File: src/rtl/cache_ctrl_pkg.sv
// Shared types and constants for the cache-to-SRAM sequencer.
package cache_ctrl_pkg;

  typedef enum logic [2:0] {
    IDLE  = 3'd0,
    READ  = 3'd1,
    WRITE = 3'd2,
    DONE  = 3'd3,
    ACK   = 3'd4
  } state_t;

  localparam int READ_BEATS  = 4;
  localparam int WRITE_BEATS = 2;
  localparam int SRAM_AW     = 18;
  localparam int SRAM_DW     = 16;
  localparam int BEAT_W      = 2;
  localparam int WAIT_W      = 3;
  localparam int LINE_W      = READ_BEATS * SRAM_DW;

endpackage

File: src/rtl/sram_beat_timer.sv
// Wait-state and beat counters for one SRAM transfer type.
module sram_beat_timer
  import cache_ctrl_pkg::*;
#(
  parameter int WAIT_CYCLES = 1,
  parameter int BEATS       = READ_BEATS
) (
  input  logic              clk,
  input  logic              rst,
  input  logic              start,
  input  logic              en,
  output logic [BEAT_W-1:0] beat,
  output logic              beat_last,
  output logic              xfer_last
);

  logic [WAIT_W-1:0] wait_cnt;

  assign beat_last = en && (wait_cnt == WAIT_W'(WAIT_CYCLES - 1));
  assign xfer_last = beat_last && (beat == BEAT_W'(BEATS - 1));

  always_ff @(posedge clk) begin
    if (rst || start) begin
      wait_cnt <= '0;
      beat     <= '0;
    end else if (en) begin
      if (beat_last) begin
        wait_cnt <= '0;
        beat     <= xfer_last ? '0 : beat + 1'b1;
      end else begin
        wait_cnt <= wait_cnt + 1'b1;
      end
    end
  end

endmodule

File: src/rtl/cache_sram_ctrl.sv
// Cache line-fill / write-through sequencer for a 16-bit SRAM.
// Optional transfer counters when CACHE_CTRL_STATS_EN is defined.
module cache_sram_ctrl
  import cache_ctrl_pkg::*;
#(
  parameter int WAIT_CYCLES = 1
) (
  input  logic               clk,
  input  logic               rst,
  input  logic               rd_en_n,
  input  logic               wr_en_n,
  input  logic [31:0]        address,
  input  logic [31:0]        wdata,
  output logic               pause,
  output logic               line_valid,
  output logic [LINE_W-1:0]  line_data,
  output logic [SRAM_AW-1:0] sram_addr,
  output logic [SRAM_DW-1:0] sram_dq_out,
  output logic               sram_dq_oe,
  input  logic [SRAM_DW-1:0] sram_dq_in,
  output logic               sram_ce_n,
  output logic               sram_oe_n,
  output logic               sram_we_n
`ifdef CACHE_CTRL_STATS_EN
  ,
  output logic [31:0]        stat_fills,
  output logic [31:0]        stat_writes
`endif
);

  state_t state, state_next;
  logic   fill_q;

  logic [BEAT_W-1:0] rd_beat, wr_beat;
  logic rd_beat_last, rd_xfer_last;
  logic wr_beat_last, wr_xfer_last;
  logic rd_start, wr_start;
  logic req;

  assign req      = !rd_en_n || !wr_en_n;
  assign rd_start = (state == IDLE) && (state_next == READ);
  assign wr_start = (state == IDLE) && (state_next == WRITE);

  sram_beat_timer #(.WAIT_CYCLES(WAIT_CYCLES), .BEATS(READ_BEATS)) u_rd_timer (
    .clk       (clk),
    .rst       (rst),
    .start     (rd_start),
    .en        (state == READ),
    .beat      (rd_beat),
    .beat_last (rd_beat_last),
    .xfer_last (rd_xfer_last)
  );

  sram_beat_timer #(.WAIT_CYCLES(WAIT_CYCLES), .BEATS(WRITE_BEATS)) u_wr_timer (
    .clk       (clk),
    .rst       (rst),
    .start     (wr_start),
    .en        (state == WRITE),
    .beat      (wr_beat),
    .beat_last (wr_beat_last),
    .xfer_last (wr_xfer_last)
  );

  // Write wins a simultaneous request; the held read is taken on a later IDLE.
  always_comb begin
    state_next = state;
    case (state)
      IDLE: begin
        if (!wr_en_n)      state_next = WRITE;
        else if (!rd_en_n) state_next = READ;
      end
      READ:    if (rd_xfer_last) state_next = DONE;
      WRITE:   if (wr_xfer_last) state_next = DONE;
      DONE:    state_next = ACK;
      ACK:     state_next = IDLE;
      default: state_next = IDLE;
    endcase
  end

  always_comb begin
    pause       = 1'b0;
    line_valid  = 1'b0;
    sram_addr   = '0;
    sram_dq_out = '0;
    sram_dq_oe  = 1'b0;
    sram_ce_n   = 1'b1;
    sram_oe_n   = 1'b1;
    sram_we_n   = 1'b1;
    case (state)
      // Freeze starts combinationally so the pipeline stalls in the request cycle.
      IDLE: pause = req;
      READ: begin
        pause     = 1'b1;
        sram_ce_n = 1'b0;
        sram_oe_n = 1'b0;
        sram_addr = {address[18:3], rd_beat};
      end
      WRITE: begin
        pause       = 1'b1;
        sram_ce_n   = 1'b0;
        sram_we_n   = 1'b0;
        sram_dq_oe  = 1'b1;
        sram_addr   = {address[18:2], wr_beat[0]};
        sram_dq_out = wr_beat[0] ? wdata[31:16] : wdata[15:0];
      end
      DONE: begin
        pause      = 1'b1;
        line_valid = fill_q;
      end
      default: ;
    endcase
  end

  always_ff @(posedge clk) begin
    if (rst) begin
      state     <= IDLE;
      fill_q    <= 1'b0;
      line_data <= '0;
    end else begin
      state <= state_next;
      if (rd_start)      fill_q <= 1'b1;
      else if (wr_start) fill_q <= 1'b0;
      if (state == READ && rd_beat_last)
        line_data[{rd_beat, 4'b0000} +: SRAM_DW] <= sram_dq_in;
    end
  end

`ifdef CACHE_CTRL_STATS_EN
  always_ff @(posedge clk) begin
    if (rst) begin
      stat_fills  <= '0;
      stat_writes <= '0;
    end else if (state == DONE) begin
      if (fill_q) stat_fills  <= stat_fills + 1'b1;
      else        stat_writes <= stat_writes + 1'b1;
    end
  end
`endif

  logic unused_bits;
  assign unused_bits = ^{address[31:19], address[1:0], wr_beat[1], wr_beat_last};

endmodule

File: config.mk
export PLATFORM = sky130hd
export DESIGN_NAME = cache_sram_ctrl
export DESIGN_NICKNAME = d
export VERILOG_FILES = /design/src/rtl/cache_ctrl_pkg.sv /design/src/rtl/sram_beat_timer.sv /design/src/rtl/cache_sram_ctrl.sv
export SDC_FILE = /design/constraint.sdc
export NUM_CORES = 1
export LEC_CHECK = 0
export ABC_AREA = 1
export CORE_MARGIN = 2
export CORE_UTILIZATION = 46
export CTS_CLUSTER_DIAMETER = 150
export DETAILED_ROUTE_END_ITERATION = 8
export GPL_ROUTABILITY_DRIVEN = 1
export HOLD_SLACK_MARGIN = 0.02
export PLACE_DENSITY = 0.87
export SYNTH_ARGS = -nofsm -noshare
export SYNTH_HDL_FRONTEND = slang
export SYNTH_HIERARCHICAL = 1
export SYNTH_SLANG_ARGS = --single-unit
export TNS_END_PERCENT = 100
File: constraint.sdc
create_clock -name clk -period 3.51 [get_ports clk]
set_clock_uncertainty 0.05 [all_clocks]
set_input_delay 0.702 -clock clk [delete_from_list [all_inputs] [get_ports clk]]
set_output_delay 0.702 -clock clk [all_outputs]
set_load 0.1 [all_outputs]
# Word level (Yosys, flattened, before mapping)
# Cells that the tools add are included.
# totals
elab_cells	62
inputBits	84
out_inout_bits	104
regBits	78
# op_classes
n_reduce_logical	20
n_mux	21
addsub	5
n_eq_ne	7
n_shift	2
# op_table
operator	n
64-bit bitwise mux	1
16-bit by 8-bit variable shift with 64-bit output, first input constant	1
16-bit by 8-bit variable part select with 64-bit output	1
18-bit case mux with 2 select lines	1
16-bit 2-to-1 mux	2
3-bit 2-to-1 mux	6
3-bit case mux with 4 select lines	1
3-bit by 2-bit equality test with 1-bit output, second input constant	3
3-bit logical NOT	3
6-bit negation with 8-bit output	1
1-bit logical AND	7
1-bit 2-to-1 mux	7
3-bit by 1-bit adder with 3-bit output, second input constant	2
3-bit by 1-bit equality test with 1-bit output, second input constant	2
2-bit by 1-bit adder with 2-bit output, second input constant	2
2-bit 2-to-1 mux	2
2-bit AND reduction	2
1-bit logical OR	3
3-bit OR reduction	1
2-bit by 1-bit equality test with 1-bit output, second input constant	1
2-bit equality test, second input constant	1
1-bit logical NOT	2
1-bit case mux with 2 select lines	1
2-bit nonzero test	1
2-bit OR reduction	1

# Logic depth before layout (Yosys ltp)
# Gate-level depths: netlist (run 1).
# logic_depth
word_depth	9
depth_mapped	11
depth_no_buf	10

# Hierarchy
# Netlist (run 1), hierarchy kept.
# modules_own_cells
mod	area_per_inst_um2	cells_per_inst	seq_area_each_um2	instances
cache_sram_ctrl	3774.9	650	1361.3	1
sram_beat_timer at u_rd_timer	282.8	39	100.1	1
sram_beat_timer at u_wr_timer	246.5	33	100.1	1

# Worst setup path before layout (run 1)
# No wires, ideal clock.
# synth_path
path_type	register to output
startpoint	register state[1]
endpoint	output port sram_addr[1]
path_stages_with_launch	4
arrival_ns	3.538
path_buffers	0
slack_ns	-0.780
required_ns	2.758
path_cell_list	dfxtp_1 -> nor2_4 -> nand2_1 -> o21ai_0
# synth_between
elab_chain_cells	2
elab_cells_between_ends	3
cone_classes	eq/ne (2); mux (1)
# synth_rtl
item	line_no	text
start: declaration	cache_sram_ctrl.sv:31	state_t state, state_next;
start signal: assignment	cache_sram_ctrl.sv:120	state <= state_next;
3-bit by 2-bit equality test with 1-bit output or 3-bit by 1-bit equality test with 1-bit output (tied branches)	cache_sram_ctrl.sv:89	case (state)
18-bit case mux with 2 select lines (*)	cache_sram_ctrl.sv:89	
end: declaration	cache_sram_ctrl.sv:17	output logic [SRAM_AW-1:0] sram_addr,
# Mark *: on every way between the ends. The rest lies on a longest branch, timed or not.

# Worst setup path in the final report (run 1)
# layout_path
startpoint	register state[0]
endpoint	output port pause
# layout_between
elab_chain_cells	3
elab_cells_between_ends	6
cone_classes	eq/ne (3); mux (1); reduce/logical (2)
# layout_rtl
item	line_no	text
3-bit by 2-bit equality test with 1-bit output or 3-bit by 1-bit equality test with 1-bit output (tied branches)	cache_sram_ctrl.sv:89	
3-bit OR reduction (no source line)	-	
1-bit case mux with 2 select lines (*)	cache_sram_ctrl.sv:89	
end: declaration	cache_sram_ctrl.sv:14	output logic pause,
# Marked as above.

==> results of run 1 <==
## cell usage after synthesis
library cell and number:
a21oi_1 31, buf_2 21, clkbuf_1 12, clkinv_1 1, dfxtp_1 78, ha_1 10, inv_1 157, inv_2 2
nand2_1 169, nand2_2 1, nand3_1 23, nand3_4 1, nand4_1 6, nand4_2 1, nor2_1 148, nor2_2 2
nor2_4 3, nor3_2 1, o21ai_0 54, o22ai_1 1
## worst min-delay path: stages (launching register included)
cell,delay [ns]
dfxtp_1,0.32
inv_1,0.05
nor2_1,0.03
## sequential cells by signal, summed over array words and instances (netlist names)
name                 flops
line_data               64
u_wr_timer/beat          2
fill_q                   1
u_wr_timer/wait_cnt      3
state                    3
u_rd_timer/beat          2
u_rd_timer/wait_cnt      3
## stage by stage
stage	std cells	hold slack (ns)	setup TNS, ns
2_1_floorplan	722	0.359	-4.12
3_3_place_gp	980	0.369	0
3_5_place_dp	980	0.372	0
4_1_cts	996	0.385	0
5_1_grt	996	0.422	0
6_report	996	0.382	0
## layer usage
layer | global-route usage, % | up-vias | routed length [um]
met2 | 39.0 | 138 | 5750
li1 | - | 2434 | -
met5 | 0 | - | 0
met4 | 9.48 | 0 | 335
met3 | 5.41 | 35 | 633
met1 | 32.2 | 2026 | 5460
## placed cells by master (no fill, tap or decap)
master	n
nand2_1	169
clkbuf_8	9
a21oi_1	28
nand3_1	23
nor3_2	1
clkinv_4	1
inv_1	157
nor2_1	148
nand2_2	1
clkinv_1	1
clkdlybuf4s50_1	123
clkinvlp_4	2
nor2_2	2
nand4_1	6
ha_1	10
dfxtp_1	78
nand4_2	1
buf_4	55
bufinv_16	1
a21oi_2	3
o22ai_1	1
nand3_4	1
inv_2	2
o21ai_1	1
o21ai_0	53
nor2_4	3
buf_12	2
inv_6	3
## final timing paths
| check | start | endpoint | slack [ns] | depth (start not counted) |
|---|---|---|---|---|
| worst min-delay path | u_wr_timer/beat[1]$_SDFFE_PP0P_ | u_wr_timer/beat[1]$_SDFFE_PP0P_ | 0.38 | 2 |
| worst max-delay path | state[0]$_SDFF_PP0_ | pause | 0.63 | 6 |
| worst min register to register | u_wr_timer/beat[1]$_SDFFE_PP0P_ | u_wr_timer/beat[1]$_SDFFE_PP0P_ | 0.38 | 2 |
| worst max register to register | u_rd_timer/beat[0]$_SDFFE_PP0P_ | line_data[1]$_SDFFE_PP0P_ | 0.85 | 8 |
## cell families (layout without fill, tap and decap cells)
family	after synthesis	after routing	share of synthesized area, %
AO/OA/AOI/OAI	86	86	10.0
adder cells (fa/ha/maj)	10	10	2.91
buffers and inverters	193	356	17.4
flip-flops	78	78	36.3
AND/OR/NAND/NOR	355	355	33.3
## layout make-up
cell class | instances | area [um^2]
Fill cell | 811 | 2960
Timing Repair Buffer | 180 | 1680
Multi-Input combinational cell | 451 | 2000
Sequential cell | 78 | 1560
Tap cell | 111 | 139
Inverter | 160 | 601
Clock inverter | 7 | 80.1
Clock buffer | 9 | 124
## power groups by stage
stage | registers, mW | clock network [mW] | logic (mW)
global placement | 0.929 | 0 | 0.802
global route | 0.911 | 0.744 | 0.857
CTS | 0.909 | 0.707 | 0.809
finish | 0.909 | 0.694 | 0.811
detailed placement | 0.929 | 0 | 0.807
floorplan | 0.950 | 0 | 0.562
==> flow_summary.ini, run 1 <==
[setup_path]
startpoint_type = flip-flop
crit_type = flip-flop to output pin
worst_ep_required_time_ns = 2.76
cp.buffers_inverters = 3
end_kind = output pin
cpMaxStageDelayCell = dfxtp_1
crit_path_max_incr_delay_ns = 0.52
cp_max_fo = 18
crit_arrival_ns = 2.13
crit_chain = inv_1 -> nand3_1 -> nand2_1 -> inv_2 -> nand4_1 -> buf_12
cp_top_family = buffers and inverters

[cts]
cts_max_path_buffers = 2
ctsResizeCount = 0
cts_sinks = 78
postCtsSetupRepairBufs = 0
cts_inserted_buffers = 9
cts_tree = yes
cts_hold_buffers = 0
clockRootBuffer = clkbuf_8
htree_levels = 3
insertion_delay_ns = 0.36
clk_pin_slew_ns = 0.08

[place]
dp_hpwl_um = 9240
placed_area_mm2 = 0.00599
io_buffer_count = 172
gp_congestion = 0.886
pre_cts_slack_ns = 0.796

[layout]
drive_above_1_share_pct = 9.83
final_nets = 974
final_core_util_pct = 67.7
design_area_mm2 = 0.00619
diodes = 0
synthToLayoutAreaGrowth_pct = 43.9

[power]
switching_share_pct = 40.2
ir_worst_vdd_mv = 0.297
power_density_mw_per_mm2 = 390
p_int_mw = 1.44
power_mw = 2.41
p_leak_nw = 2.89
p_sw_uw = 971
clkPwrFrac_pct = 28.8
pwr-share-seq_pct = 37.7
p_comb_share_pct = 33.6

[yosys]
synth_seq_cells = 78
seq_area_frac_synth_pct = 36.3
synth_top_area_cell = dfxtp_1
syn_area_mm2 = 0.00430
synthesis.nets = 816
synthTopCellsByArea = dfxtp_1 36%, nand2_1 15%, inv_1 14%
avgSynthCellArea_um2 = 5.96
synth_top_area_share_pct = 36.3
yosysWarnings = 6
yosysUniqueCellTypes = 20
synthCells = 722

[global_route]
grt_pass1_vias = 4274
antenna_found_initial = 0
overflow = 0
grt_max_degree = 59
grt_pass1_wl_um = 19800
grt_usage_pct = 24.4

[die]
die_x_um = 101
rows = 35
start_util_pct = 47.0
boundaryPins = 188
chipHeight_um = 101
core-area_mm2 = 0.00915
die_area_mm2 = 0.0101

[sta]
drv_slew = 0
rsz0062_at_grt = no
fin_crit_sh_pct = 82.0
relSlewSlack_pct = 34.7
tightest_slew_ns = 0.977
finalHoldViolCount = 0
fmax_mhz = 347
finalSetupViolCount = 0
fin_ws_ns = 0.630
fin_crit_ns = 2.88

[routing]
viasPerCell = 4.65
vias = 4633
drtIter0Drc = 244
wl_per_cell_um = 12.2
ant_nets = 0
wl_um = 12200
drc_errors = 0
drt_pass1_iterations = 5

[job]
drv_cap = 0

[hold_path]
hold_class = flip-flop to flip-flop

[outcome]
status = finished, final reports clean
Power figures use the tool's default switching activity.
==> run 2: changes to the inputs <==
- CORE_UTILIZATION: 46 -> 43
- PLACE_DENSITY: 0.87 -> 0.82
- clock period: 3.51 -> 2.7 ns (I/O delays scaled with it)
==> run 2 against run 1 <==
  * Hold slack lost 0.0024 ns
  * Sequential share of layout area shrank 1.9 points
  * Global-route usage shrank 0.83 points
  * Critical endpoint unchanged
  * Largest cell class unchanged
  * Largest power group is now combinational cells
  * Highest routed layer unchanged
==> flow_summary.ini, run 2 (same netlist as run 1, synthesis figures left out) <==
[outcome]
status = finished, final reports clean

[cts]
cts_hold_buffers = 0
cts_inserted_buffers = 9
cts_tree = yes
htree_levels = 3
cts_max_path_buffers = 2
clk_pin_slew_ns = 0.08
insertion_delay_ns = 0.35
cts_sinks = 78
clockRootBuffer = clkbuf_8

[layout]
fillers = 843
design_area_mm2 = 0.00671
instances_no_fill = 1020
diodes = 0
largest_reg_flops = 64
final_common_cell = nand2_1
final_nets = 976
top_register = line_data
drive_above_1_share_pct = 19.1
synthToLayoutAreaGrowth_pct = 55.9
final_core_util_pct = 69.0
final_cell_mix = 169 x nand2_1, 157 x inv_1, 132 x nor2_1

[sta]
fmax_mhz = 396
relSlewSlack_pct = 65.7
rsz0062_at_grt = no
fin_crit_ns = 2.53
finalHoldViolCount = 0
fin_ws_ns = 0.173
tightest_slew_ns = 0.511
drv_slew = 0
finalSetupViolCount = 0
fin_crit_sh_pct = 93.6

[global_route]
grt_max_degree = 60
use_met2_pct = 38.0
grtUsageMet1_pct = 30.1
grt_pass1_vias = 4195
antenna_found_initial = 0
grt_pass1_wl_um = 20900
grt_usage_pct = 23.6
overflow = 0
use_met3_pct = 6.58
grt-busiest-layer = met2

[place]
pre_cts_slack_ns = 0.189
io_buffer_count = 172
gp_congestion = 0.860
dp_hpwl_um = 9740
placed_area_mm2 = 0.00649
dp.cells = 1004

[hold_path]
min_delay_path_depth = 2
hold_class = flip-flop to flip-flop

[power]
p_comb_share_pct = 37.9
power_density_mw_per_mm2 = 502
p_int_mw = 2.05
switching_share_pct = 39.1
p_sw_mw = 1.32
p_leak_nw = 3.14
clkPwrFrac_pct = 27.0
ir_worst_vdd_mv = 0.290
pwr-share-seq_pct = 35.1

[die]
rows = 36
core-area_mm2 = 0.00973
die_area_mm2 = 0.0108
chipHeight_um = 104
start_util_pct = 44.2
die_x_um = 104
boundaryPins = 188

[routing]
wl_per_cell_um = 12.5
drtIter0Drc = 327
viasPerCell = 4.62
ant_nets = 0
drt_pass1_iterations = 5
drc_errors = 0
vias = 4711
wl_um = 12700

[setup_path]
end_kind = output pin
cpMaxStageDelayCell = dfxtp_1
worst_ep_required_time_ns = 2.11
startpoint_type = flip-flop
crit_type = flip-flop to output pin
cpMostUsedCell = nand2_1
crit_arrival_ns = 1.94
crit_path_max_incr_delay_ns = 0.42
reg2reg_depth = 9
cp_max_fo = 18
crit_chain = nor2_4 -> nand2_1 -> nand2_1 -> inv_6 -> nand4_1 -> buf_12

[job]
drv_cap = 0
[run 2: cell count changes in the layout (fill, tap and decap cells not counted), moves of 2 or more]
cell,delta
a21oi_1,-7
clkdlybuf4s50_1,-55
nor2_1,-16
nor2_2,+3
buf_12,+36
inv_6,-2
nor2_4,+13
a21oi_2,+7
buf_4,+20
[run 2: routing by layer]
layer,vias to the layer above,routed length [um]
li1,2441,-
met4,0,339
met2,188,5880
met5,-,0
met1,2051,5420
met3,31,1110
[run 2: timing repair]
item	CTS	global route
hold endpoints to repair	0	0
resized for setup	1	2
setup buffers	0	0
setup endpoints to repair	1	2
[run 2: final cells by class]
class,count,area (um^2),area share [%]
inverter,160,606,9.03
clock inverter,6,70.1,1.04
timing repair buffer,182,2020,30.0
multi-input combinational,451,2150,32.1
tap,133,166,2.48
clock buffer,10,138,2.05
sequential,78,1560,23.3
[run 2: worst paths after layout]
path / startpoint / to / slack (ns)
worst max-delay path: state[1]$_SDFF_PP0_ / pause / 0.17
worst min-delay path: u_wr_timer/beat[1]$_SDFFE_PP0P_ / u_wr_timer/beat[1]$_SDFFE_PP0P_ / 0.38
worst max register to register: state[1]$_SDFF_PP0_ / line_data[23]$_SDFFE_PP0P_ / 0.50
worst min register to register: u_wr_timer/beat[1]$_SDFFE_PP0P_ / u_wr_timer/beat[1]$_SDFFE_PP0P_ / 0.38
[run 2: power groups by stage]
| stage | logic (mW) | clock network, mW | registers, mW |
|---|---|---|---|
| CTS | 1.28 | 0.933 | 1.18 |
| global route | 1.34 | 0.975 | 1.18 |
| finish | 1.27 | 0.909 | 1.18 |
| floorplan | 0.780 | 0 | 1.24 |
| detailed placement | 1.27 | 0 | 1.21 |
| global placement | 1.26 | 0 | 1.21 |
[run 2: worst max-delay path: cells and delay by family, from the launching register on]
kind | cells | cell delay (ns)
simple gates | 4 | 0.67
flops | 1 | 0.42
buf+inv | 2 | 0.50
[run 2: through the flow]
step / hold slack (ns) / TNS (ns) / total power, mW
6_report: 0.380 / 0 / 3.37
5_1_grt: 0.417 / 0 / 3.50
4_1_cts: 0.381 / 0 / 3.39
3_5_place_dp: 0.369 / 0 / 2.48
3_3_place_gp: 0.367 / 0 / 2.47
2_1_floorplan: 0.359 / -10.56 / 2.02
==> run 3: changes to the inputs <==
- ABC_AREA: 1 -> unset
- CORE_UTILIZATION: 43 -> 42
- PLACE_DENSITY: 0.82 -> 0.81
==> run 3 against run 2 <==
  * Setup slack gained 0.14 ns
  * Global-route usage shrank 2.6 points
  * Synthesized cell count down 38%
  * Register-to-register slack got worse by 0.03 ns
  * Final cell count fell by 26%
  * Combinational power fell by 26%
  * Highest routed layer is now met5
==> flow_summary.ini, run 3 <==
[power]
ir_worst_vdd_mv = 0.267
p_leak_nw = 2.93
power_mw = 2.99
power_density_mw_per_mm2 = 469

[routing]
ant_nets = 0
vias = 3641
drtIter0Drc = 90
wl_per_cell_um = 15.1
viasPerCell = 4.82
wl_um = 11400
drt_pass1_iterations = 4
drc_errors = 0

[setup_path]
cp_top_family = buffers and inverters
end_kind = output pin
crit_chain = inv_1 -> nor3_1 -> buf_4 -> a22o_2 -> buf_12
worst_ep_required_time_ns = 2.11
crit_arrival_ns = 1.80
cp.buffers_inverters = 3
cp_max_fo = 10
crit_path_max_incr_delay_ns = 0.51
startpoint_type = flip-flop
crit_type = flip-flop to output pin
cpMaxStageDelayCell = dfxtp_1

[sta]
relSlewSlack_pct = 56.3
fin_crit_ns = 2.39
fin_ws_ns = 0.310
finalSetupViolCount = 0
fmax_mhz = 418
tightest_slew_ns = 0.655
fin_crit_sh_pct = 88.5
drv_slew = 0
rsz0062_at_grt = no
finalHoldViolCount = 0

[cts]
ctsResizeCount = 0
cts_sinks = 78
htree_levels = 3
clockRootBuffer = clkbuf_8
clk_pin_slew_ns = 0.08
cts_hold_buffers = 0
cts_max_path_buffers = 2
insertion_delay_ns = 0.34
postCtsSetupRepairBufs = 0
cts_inserted_buffers = 9
cts_tree = yes

[die]
boundaryPins = 188
chipHeight_um = 104
die_x_um = 104
core-area_mm2 = 0.00973
die_area_mm2 = 0.0108
rows = 36
start_util_pct = 43.1

[job]
drv_cap = 0

[place]
io_buffer_count = 172
pre_cts_slack_ns = 0.435
dp_hpwl_um = 8920
gp_congestion = 0.806

[yosys]
seq_area_frac_synth_pct = 37.3
ys.flop_type = dfxtp_1
synth_seq_cells = 78
syn_area_mm2 = 0.00419
synthCells = 450
synthTopCellsByCount = 86 x mux2i_1, 78 x dfxtp_1, 69 x nand2_1
yosysUniqueCellTypes = 33
synthTopCellsByArea = dfxtp_1 37%, mux2i_1 21%, nand2b_1 10%
synthesis.nets = 544
synth-edff-count = 0
synth_top_area_share_pct = 37.3
avgSynthCellArea_um2 = 9.31
ys_async_sr_fraction_pct = 0
yosysWarnings = 6
yosysMostFrequentCell = mux2i_1
synth_top_area_cell = dfxtp_1

[layout]
largest_reg_flops = 64
final_nets = 712
multi_input_area_mm2 = 0.00239
synthToLayoutAreaGrowth_pct = 52.2
final_common_cell = mux2i_1
final_cell_mix = 86 x mux2i_1, 78 x dfxtp_1, 78 x buf_4
register_area_mm2 = 0.00156
top_register = line_data
diodes = 0
drive_above_1_share_pct = 23.6
fillers = 776

[global_route]
overflow = 0
antenna_found_initial = 1
grt_pass1_vias = 3667
grt_max_degree = 27
grt_usage_pct = 21.0
grt_pass1_wl_um = 18300

[hold_path]
hold_class = flip-flop to flip-flop

[outcome]
status = finished, final reports clean
==> run 3: area by class of cell <==
type | count | area share [%]
inverters | 10 | 0.589
well taps | 133 | 2.61
repair buffers | 184 | 31.7
multi-input cells | 335 | 37.5
clock buffers | 12 | 2.28
flip-flops and latches | 78 | 24.5
clock inverters | 4 | 0.863
==> run 3: kinds of logic after synthesis <==
kind of cell,count (synthesis),synth area share (%)
AND/OR/NAND/NOR,229,31.4
multiplexers,86,20.5
flip-flops,78,37.3
buffers and inverters,37,6.09
adder cells (fa/ha/maj),10,2.99
AO/OA/AOI/OAI,8,1.28
XOR/XNOR,2,0.418
==> run 3: power by group <==
group / internal (mW) / switching, mW
logic: 0.368 / 0.570
registers: 1.16 / 0.0128
clock network: 0.459 / 0.425
total: 1.98 / 1.01
==> run 3: metrics by stage <==
step / hold WS [ns] / instances / util, % / setup TNS [ns] / instance area, um^2
after floorplan: 0.403 / 450 / - / -2.88 / 4210
after global routing: 0.455 / 756 / 65.5 / 0 / 6380
after global placement: 0.411 / 740 / 63.5 / 0 / 6180
after CTS: 0.431 / 756 / 65.5 / 0 / 6380
final: 0.427 / 756 / 65.5 / 0 / 6380
after detailed placement: 0.417 / 740 / 63.5 / 0 / 6180
==> run 3: path summary, 6_finish.rpt <==
| kind | depth (start not counted) | to | slack (ns) | from |
|---|---|---|---|---|
| setup / recovery | 5 | sram_addr[0] | 0.31 | state[0]$_SDFF_PP0_ |
| hold / removal | 2 | line_data[57]$_SDFFE_PP0P_ | 0.43 | line_data[57]$_SDFFE_PP0P_ |
| setup reg to reg | 5 | line_data[29]$_SDFFE_PP0P_ | 0.47 | u_rd_timer/beat[0]$_SDFFE_PP0P_ |
| hold reg to reg | 2 | line_data[57]$_SDFFE_PP0P_ | 0.43 | line_data[57]$_SDFFE_PP0P_ |
==> run 3: worst reg2reg max path, stage by stage (launching register included) <==
cell	delay, ns
dfxtp_1	0.63
inv_1	0.17
ha_1	0.45
and3b_1	0.60
nand2_1	0.13
mux2i_1	0.15
==> run 3: per-layer routing <==
| layer | vias up | share of wire [%] | track usage (%) |
|---|---|---|---|
| met1 | 1675 | 41 | 24.0 |
| met2 | 151 | 48 | 36.8 |
| met5 | - | 0.088 | 0 |
| met4 | 2 | 1.4 | 5.31 |
| met3 | 14 | 9.7 | 8.08 |
| li1 | 1799 | - | - |
